===== src/rtl/alu_pkg.sv =====
// Shared types and constants for the ALU sequencer slice.
// Holds the opcode and FSM state enums, the instruction field positions,
// the flag bit indices and a small opcode classification helper.
package alu_pkg;

  typedef enum logic [3:0] {
    ADD   = 4'd0,
    SUB   = 4'd1,
    AND   = 4'd2,
    OR    = 4'd3,
    XOR   = 4'd4,
    INC   = 4'd5,
    PASSA = 4'd6,
    PASSB = 4'd7,
    LOADI = 4'd8
  } opcode_e;

  typedef enum logic [1:0] {
    IDLE,
    EXEC,
    WB
  } state_e;

  localparam int unsigned REG_AW  = 3;

  // Instruction fields: [15:12] opcode, [11:9] dst, [8:6] src_a, [5:3] src_b
  localparam int unsigned OPC_HI  = 15;
  localparam int unsigned OPC_LO  = 12;
  localparam int unsigned DST_HI  = 11;
  localparam int unsigned DST_LO  = 9;
  localparam int unsigned SRCA_HI = 8;
  localparam int unsigned SRCA_LO = 6;
  localparam int unsigned SRCB_HI = 5;
  localparam int unsigned SRCB_LO = 3;

  // Flag vector is {overflow, negative, zero}
  localparam int unsigned FLAG_OVF  = 2;
  localparam int unsigned FLAG_NEG  = 1;
  localparam int unsigned FLAG_ZERO = 0;

  // Opcodes 0..7 go through the ALU
  function automatic logic is_alu_op(input logic [3:0] op);
    return (op[3] == 1'b0);
  endfunction

endpackage


===== src/rtl/alu_regfile.sv =====
// 8-entry register file for the sequencer.
// Ports: clk, rst (sync clear), we/waddr/wdata (synchronous write),
// raddr_a/rdata_a and raddr_b/rdata_b (combinational reads),
// dbg_addr/dbg_data (combinational debug read).
// Reads always return the pre-write value during a write cycle.
module alu_regfile
  import alu_pkg::*;
#(
  parameter int unsigned BW   = 16,
  parameter int unsigned NREG = 8
) (
  input  logic              clk,
  input  logic              rst,
  input  logic              we,
  input  logic [REG_AW-1:0] waddr,
  input  logic [BW-1:0]     wdata,
  input  logic [REG_AW-1:0] raddr_a,
  output logic [BW-1:0]     rdata_a,
  input  logic [REG_AW-1:0] raddr_b,
  output logic [BW-1:0]     rdata_b,
  input  logic [REG_AW-1:0] dbg_addr,
  output logic [BW-1:0]     dbg_data
);

  logic [BW-1:0] mem [NREG];

  always_ff @(posedge clk) begin
    if (rst) begin
      for (int unsigned i = 0; i < NREG; i++) begin
        mem[i] <= '0;
      end
    end else if (we) begin
      mem[waddr] <= wdata;
    end
  end

  assign rdata_a  = mem[raddr_a];
  assign rdata_b  = mem[raddr_b];
  assign dbg_data = mem[dbg_addr];

endmodule


===== src/rtl/alu_sequencer.sv =====
// Single-issue instruction sequencer driving an external 16-bit ALU.
// Ports: clk, rst (sync, active-high); in_valid/in_ready/in_instr/in_imm
// instruction handshake; alu_a/alu_b/alu_opcode to the ALU and
// alu_out/alu_flags back; done pulse, result and flags of the last
// retirement; dbg_addr/dbg_data combinational register peek.
// Sequence per instruction: IDLE (accept) -> EXEC (ALU inputs valid,
// writeback at closing edge) -> WB (done pulse) -> IDLE.
module alu_sequencer
  import alu_pkg::*;
#(
  parameter int unsigned BW   = 16,
  parameter int unsigned NREG = 8
) (
  input  logic              clk,
  input  logic              rst,
  input  logic              in_valid,
  output logic              in_ready,
  input  logic [15:0]       in_instr,
  input  logic [BW-1:0]     in_imm,
  output logic [BW-1:0]     alu_a,
  output logic [BW-1:0]     alu_b,
  output logic [3:0]        alu_opcode,
  input  logic [BW-1:0]     alu_out,
  input  logic [2:0]        alu_flags,
  output logic              done,
  output logic [BW-1:0]     result,
  output logic [2:0]        flags,
  input  logic [REG_AW-1:0] dbg_addr,
  output logic [BW-1:0]     dbg_data
);

  state_e            state;
  logic [3:0]        op_q;
  logic [REG_AW-1:0] dst_q;
  logic [BW-1:0]     imm_q;
  logic [BW-1:0]     rd_a;
  logic [BW-1:0]     rd_b;
  logic              we;
  logic [BW-1:0]     wdata;
  logic              unused_bits;

  assign unused_bits = ^in_instr[2:0];

  // Read ports are addressed straight from the incoming instruction: the
  // operands are registered onto alu_a/alu_b at the accept edge, which is
  // equivalent to reading in EXEC because nothing writes in between.
  alu_regfile #(
    .BW   (BW),
    .NREG (NREG)
  ) u_regfile (
    .clk      (clk),
    .rst      (rst),
    .we       (we),
    .waddr    (dst_q),
    .wdata    (wdata),
    .raddr_a  (in_instr[SRCA_HI:SRCA_LO]),
    .rdata_a  (rd_a),
    .raddr_b  (in_instr[SRCB_HI:SRCB_LO]),
    .rdata_b  (rd_b),
    .dbg_addr (dbg_addr),
    .dbg_data (dbg_data)
  );

  always_comb begin
    we    = 1'b0;
    wdata = imm_q;
    if (state == EXEC) begin
      if (is_alu_op(op_q)) begin
        we    = 1'b1;
        wdata = alu_out;
      end else if (op_q == LOADI) begin
        we    = 1'b1;
      end
    end
  end

  always_ff @(posedge clk) begin
    if (rst) begin
      state      <= IDLE;
      in_ready   <= 1'b1;
      done       <= 1'b0;
      result     <= '0;
      flags      <= '0;
      alu_a      <= '0;
      alu_b      <= '0;
      alu_opcode <= '0;
      op_q       <= '0;
      dst_q      <= '0;
      imm_q      <= '0;
    end else begin
      case (state)
        IDLE: begin
          done <= 1'b0;
          if (in_valid && in_ready) begin
            op_q       <= in_instr[OPC_HI:OPC_LO];
            dst_q      <= in_instr[DST_HI:DST_LO];
            imm_q      <= in_imm;
            alu_a      <= rd_a;
            alu_b      <= rd_b;
            alu_opcode <= in_instr[OPC_HI:OPC_LO];
            in_ready   <= 1'b0;
            state      <= EXEC;
          end
        end
        EXEC: begin
          if (is_alu_op(op_q)) begin
            result <= alu_out;
            flags  <= alu_flags;
          end else if (op_q == LOADI) begin
            result <= imm_q;
          end
          alu_a      <= '0;
          alu_b      <= '0;
          alu_opcode <= '0;
          done       <= 1'b1;
          state      <= WB;
        end
        WB: begin
          done     <= 1'b0;
          in_ready <= 1'b1;
          state    <= IDLE;
        end
        default: begin
          done     <= 1'b0;
          in_ready <= 1'b1;
          state    <= IDLE;
        end
      endcase
    end
  end

endmodule


===== config.mk =====
export PLATFORM = sky130hd
export DESIGN_NAME = alu_sequencer
export DESIGN_NICKNAME = d
export VERILOG_FILES = /design/src/rtl/alu_pkg.sv /design/src/rtl/alu_regfile.sv /design/src/rtl/alu_sequencer.sv
export SDC_FILE = /design/constraint.sdc
export NUM_CORES = 1
export LEC_CHECK = 0
export CORE_UTILIZATION = 50
export CTS_CLUSTER_DIAMETER = 150
export DETAILED_ROUTE_END_ITERATION = 12
export PLACE_DENSITY = 0.76
export SYNTH_ARGS = -nofsm -noshare
export SYNTH_HDL_FRONTEND = slang
export SYNTH_SLANG_ARGS = --single-unit

===== constraint.sdc =====
create_clock -name clk -period 5 [get_ports clk]
set_input_delay 0.75 -clock clk [delete_from_list [all_inputs] [get_ports clk]]
set_output_delay 0.75 -clock clk [all_outputs]
set_load 0.02 [all_outputs]

==> run_results.csv <==
group,metric,value,unit
setup_path,crit_type,"in2out",
logic_synthesis,ys_warn_count,0,
min_path,holdPathStages,1,
global_routing,use_met3,4.78,%
logic_synthesis,synth-xor-area-share,0,%
floorplanning,fp-row-count,53,
clock_tree,clkSinkCount,210,
clock_tree,post_cts_resized,0,
setup_path,startpoint_type,"input pin",
cells_and_area,fillers,1697,
global_routing,grt_pass1_vias,7888,
logic_synthesis,synthAdderAreaFrac,0,%
pwr,seqPwrFrac,46.1,%
clock_tree,cts_tree,"built",
clock_tree,cts_made_buffers,24,
logic_synthesis,synth_compound_area_share,11.3,%
clock_tree,insertion_delay,510,ps
setup_path,worst-r2r-cell-count,4,
logic_synthesis,synth_top_cell_area_share,36.1,%
logic_synthesis,synth-seq-area-share,51.5,%
drt,vias_per_cell,6.27,
pwr,ir_drop,0.227,mV
cells_and_area,antennaDiodeCount,0,
pwr,power_density,339,nW/um2
floorplanning,die_y,148,um
floorplanning,die_area,21900,um2
timing,setup_viol,0,
global_routing,grt_max_degree,65,
pwr,p_int,3.20,mW
timing,rsz0062_at_grt,"no",
place,gp_congestion,0.805,
global_routing,grt.met1_usage,38.5,%
drt,ant_nets,0,
min_path,hp-class,"reg2reg",
logic_synthesis,syn-instance-count,875,
logic_synthesis,synthMuxAreaShare,24.0,%
floorplanning,die_w,148,um
cells_and_area,area_growth_syn_to_layout,19.8,%
job,maxCapViolCount,0,
pwr,pwr-share-comb,16.0,%
pwr,clockPowerShare,37.9,%
cells_and_area,design_area,12800,um2
logic_synthesis,synth.avg_cell_area,12.2,um2
logic_synthesis,synth-seq-cells,210,
clock_tree,clkTransAtPathRegs,60,ps
timing,post-route-period-util,73.5,%
timing,tns,0,ps
clock_tree,cts_setup_buffers,0,
timing,finalCriticalPeriod,3680,ps
logic_synthesis,syn_nets,932,
cells_and_area,seq_area,5490,um2
setup_path,cp_data_arrival_time,2930,ps
logic_synthesis,yosys-top-cells-count,"mux2i_1 (156), nor2_1 (134), edfxtp_1 (128)",
outcome,outcome,"finished clean",
pwr,p_switching,1.14,mW
drt,first_iter_violations,726,
pwr,total_leakage_power,4.55,nW
clock_tree,cts_buffer_depth,3,
clock_tree,htreeDepth,1,
place,hpwl,18300,um
cells_and_area,layout.nets,1030,
timing,fmax,272,MHz
place,numPortBuffers,126,
pwr,switching_share,26.3,%
logic_synthesis,yosys-top-cells-area,"edfxtp_1 (36%), dfxtp_1 (15%), mux2i_1 (15%)",
drt,drc,0,
timing,slew_violations,0,
timing,slew_headroom,20.7,%
setup_path,crit_path_max_fanout,32,
global_routing,gr-usage-all-layers,27.6,%
logic_synthesis,synth_edf_count,128,
timing,finalHoldViolations,0,
clock_tree,cts.hold.buffers_added,0,
logic_synthesis,synth_top_area_cell,"edfxtp_1",
drt,avgRoutedWirePerCell,23.6,um
drt,first_pass_iters,5,
setup_path,r2r_slack,2130,ps
cells_and_area,final_layout_size_suffix_gt1_share,13.2,%
floorplanning,placeableCoreArea,21000,um2
logic_synthesis,synth-simple-area-share,9.19,%
global_routing,grt_busiest_layer,"met2",
timing,fin_skew,7.07,ps
timing,worst_pin_slew,1190,ps
logic_synthesis,ys.flop_type,"edfxtp_1",
global_routing,met2_usage,43.8,%
logic_synthesis,synth_cell_types,36,
logic_synthesis,synth_top_family_by_area,"multiplexers",
logic_synthesis,synth_most_common_cell,"mux2i_1",
setup_path,worstSetupEndpointType,"output port",
place,placed_area,12000,um2
global_routing,grt_first_pass_wirelength,45600,um
drt,vias,7935,
global_routing,antenna_found_initial,0,
floorplanning,ios,130,
global_routing,grt-ovfl-total,0,
logic_synthesis,synthArstFlopShare,0,%
setup_path,worstPathRequired,4250,ps
cells_and_area,multi_input_comb_area,4780,um2
drt,routed_wl,29900,um
clock_tree,cts-root-buf,"clkbuf_16",
logic_synthesis,synth_area,10700,um2
floorplanning,start_util,50.9,%
-- per-stage QoR --
step,hold WS (ps),cells,worst slack [ps],power (mW),util (%)
after floorplan,448,875,2340,2.44,-
after global placement,451,1222,1340,2.71,57.4
after detailed placement,458,1222,1330,2.72,57.4
after CTS,468,1266,1320,4.35,60.9
after global routing,475,1266,1250,4.47,60.9
final,466,1266,1320,4.34,60.9
-- path summary, 6_finish.rpt --
kind                                            start                            endpoint
worst min-delay path            alu_b[8]$_SDFFE_PP0P_               alu_b[8]$_SDFFE_PP0P_
worst min register to register  alu_b[8]$_SDFFE_PP0P_               alu_b[8]$_SDFFE_PP0P_
worst max register to register  state[1]$_SDFFE_PP0N_  u_regfile.mem[7][12]$_SDFFCE_PN0P_
worst max-delay path                      dbg_addr[1]                        dbg_data[10]
-- placed cells by master, fill, tap and decap left out, types with 2 or more instances in the layout --
cell and instances:
o21ai_0 4, buf_4 24, a21oi_1 44, clkbuf_8 3, clkinv_1 3, nor2b_2 5
clkinv_2 2, nand4b_4 3, buf_2 2, a32o_1 32, dfxtp_1 82, a211oi_1 16
mux2i_2 7, mux2_2 16, clkbuf_1 10, nand2b_1 7, nor2b_1 2, a22oi_1 64
and2_1 3, nor2_2 3, edfxtp_1 128, nand2_1 46, nand4_1 4, nor2_1 132
mux4_2 32, clkbuf_16 25, mux2i_1 156, clkdlybuf4s50_1 122
-- power groups by stage --
stage	logic (mW)	clock network, mW	registers [mW]
after detailed placement	0.689	0	2.03
after CTS	0.692	1.66	2.00
after global routing	0.734	1.73	2.01
final	0.694	1.64	2.00
after floorplan	0.392	0	2.05
after global placement	0.679	0	2.03
-- final cells by class --
| type | count | share of cell area [%] |
|---|---|---|
| Tap cell | 275 | 2.69 |
| Sequential cell | 210 | 43.0 |
| Clock inverter | 6 | 0.225 |
| Timing Repair Buffer | 149 | 11.2 |
| Multi-Input combinational cell | 588 | 37.4 |
| Clock buffer | 38 | 5.52 |
-- logic make-up (layout without fill, tap and decap cells) --
family / after synthesis / count (layout)
AND/OR/NAND/NOR: 214 / 214
flip-flops: 210 / 210
multiplexers: 211 / 211
buffers and inverters: 77 / 193
AO/OA/AOI/OAI: 163 / 163
-- layer usage --
metal	vias up	part of all wire [%]	wire length [um]
li1	3530	-	-
met1	3832	41	12100
met2	510	45	13500
met3	63	12	3510
met4	0	2.4	727
met5	-	0	0
-- critical path, stage by stage --
cell	delay [ps]
clkdlybuf4s50_1	450
buf_4	430
mux4_2	390
mux2_2	310
clkdlybuf4s50_1	570
-- state kept, by name (all words and copies together), names as in the netlist --
register	flops
result	16
state	2
flags	3
in_ready	1
done	1
imm_q	16
alu_a	16
op_q	4
alu_b	16
u_regfile.mem	128
alu_opcode	4
dst_q	3
No activity file was read; power rests on OpenSTA's default activity.
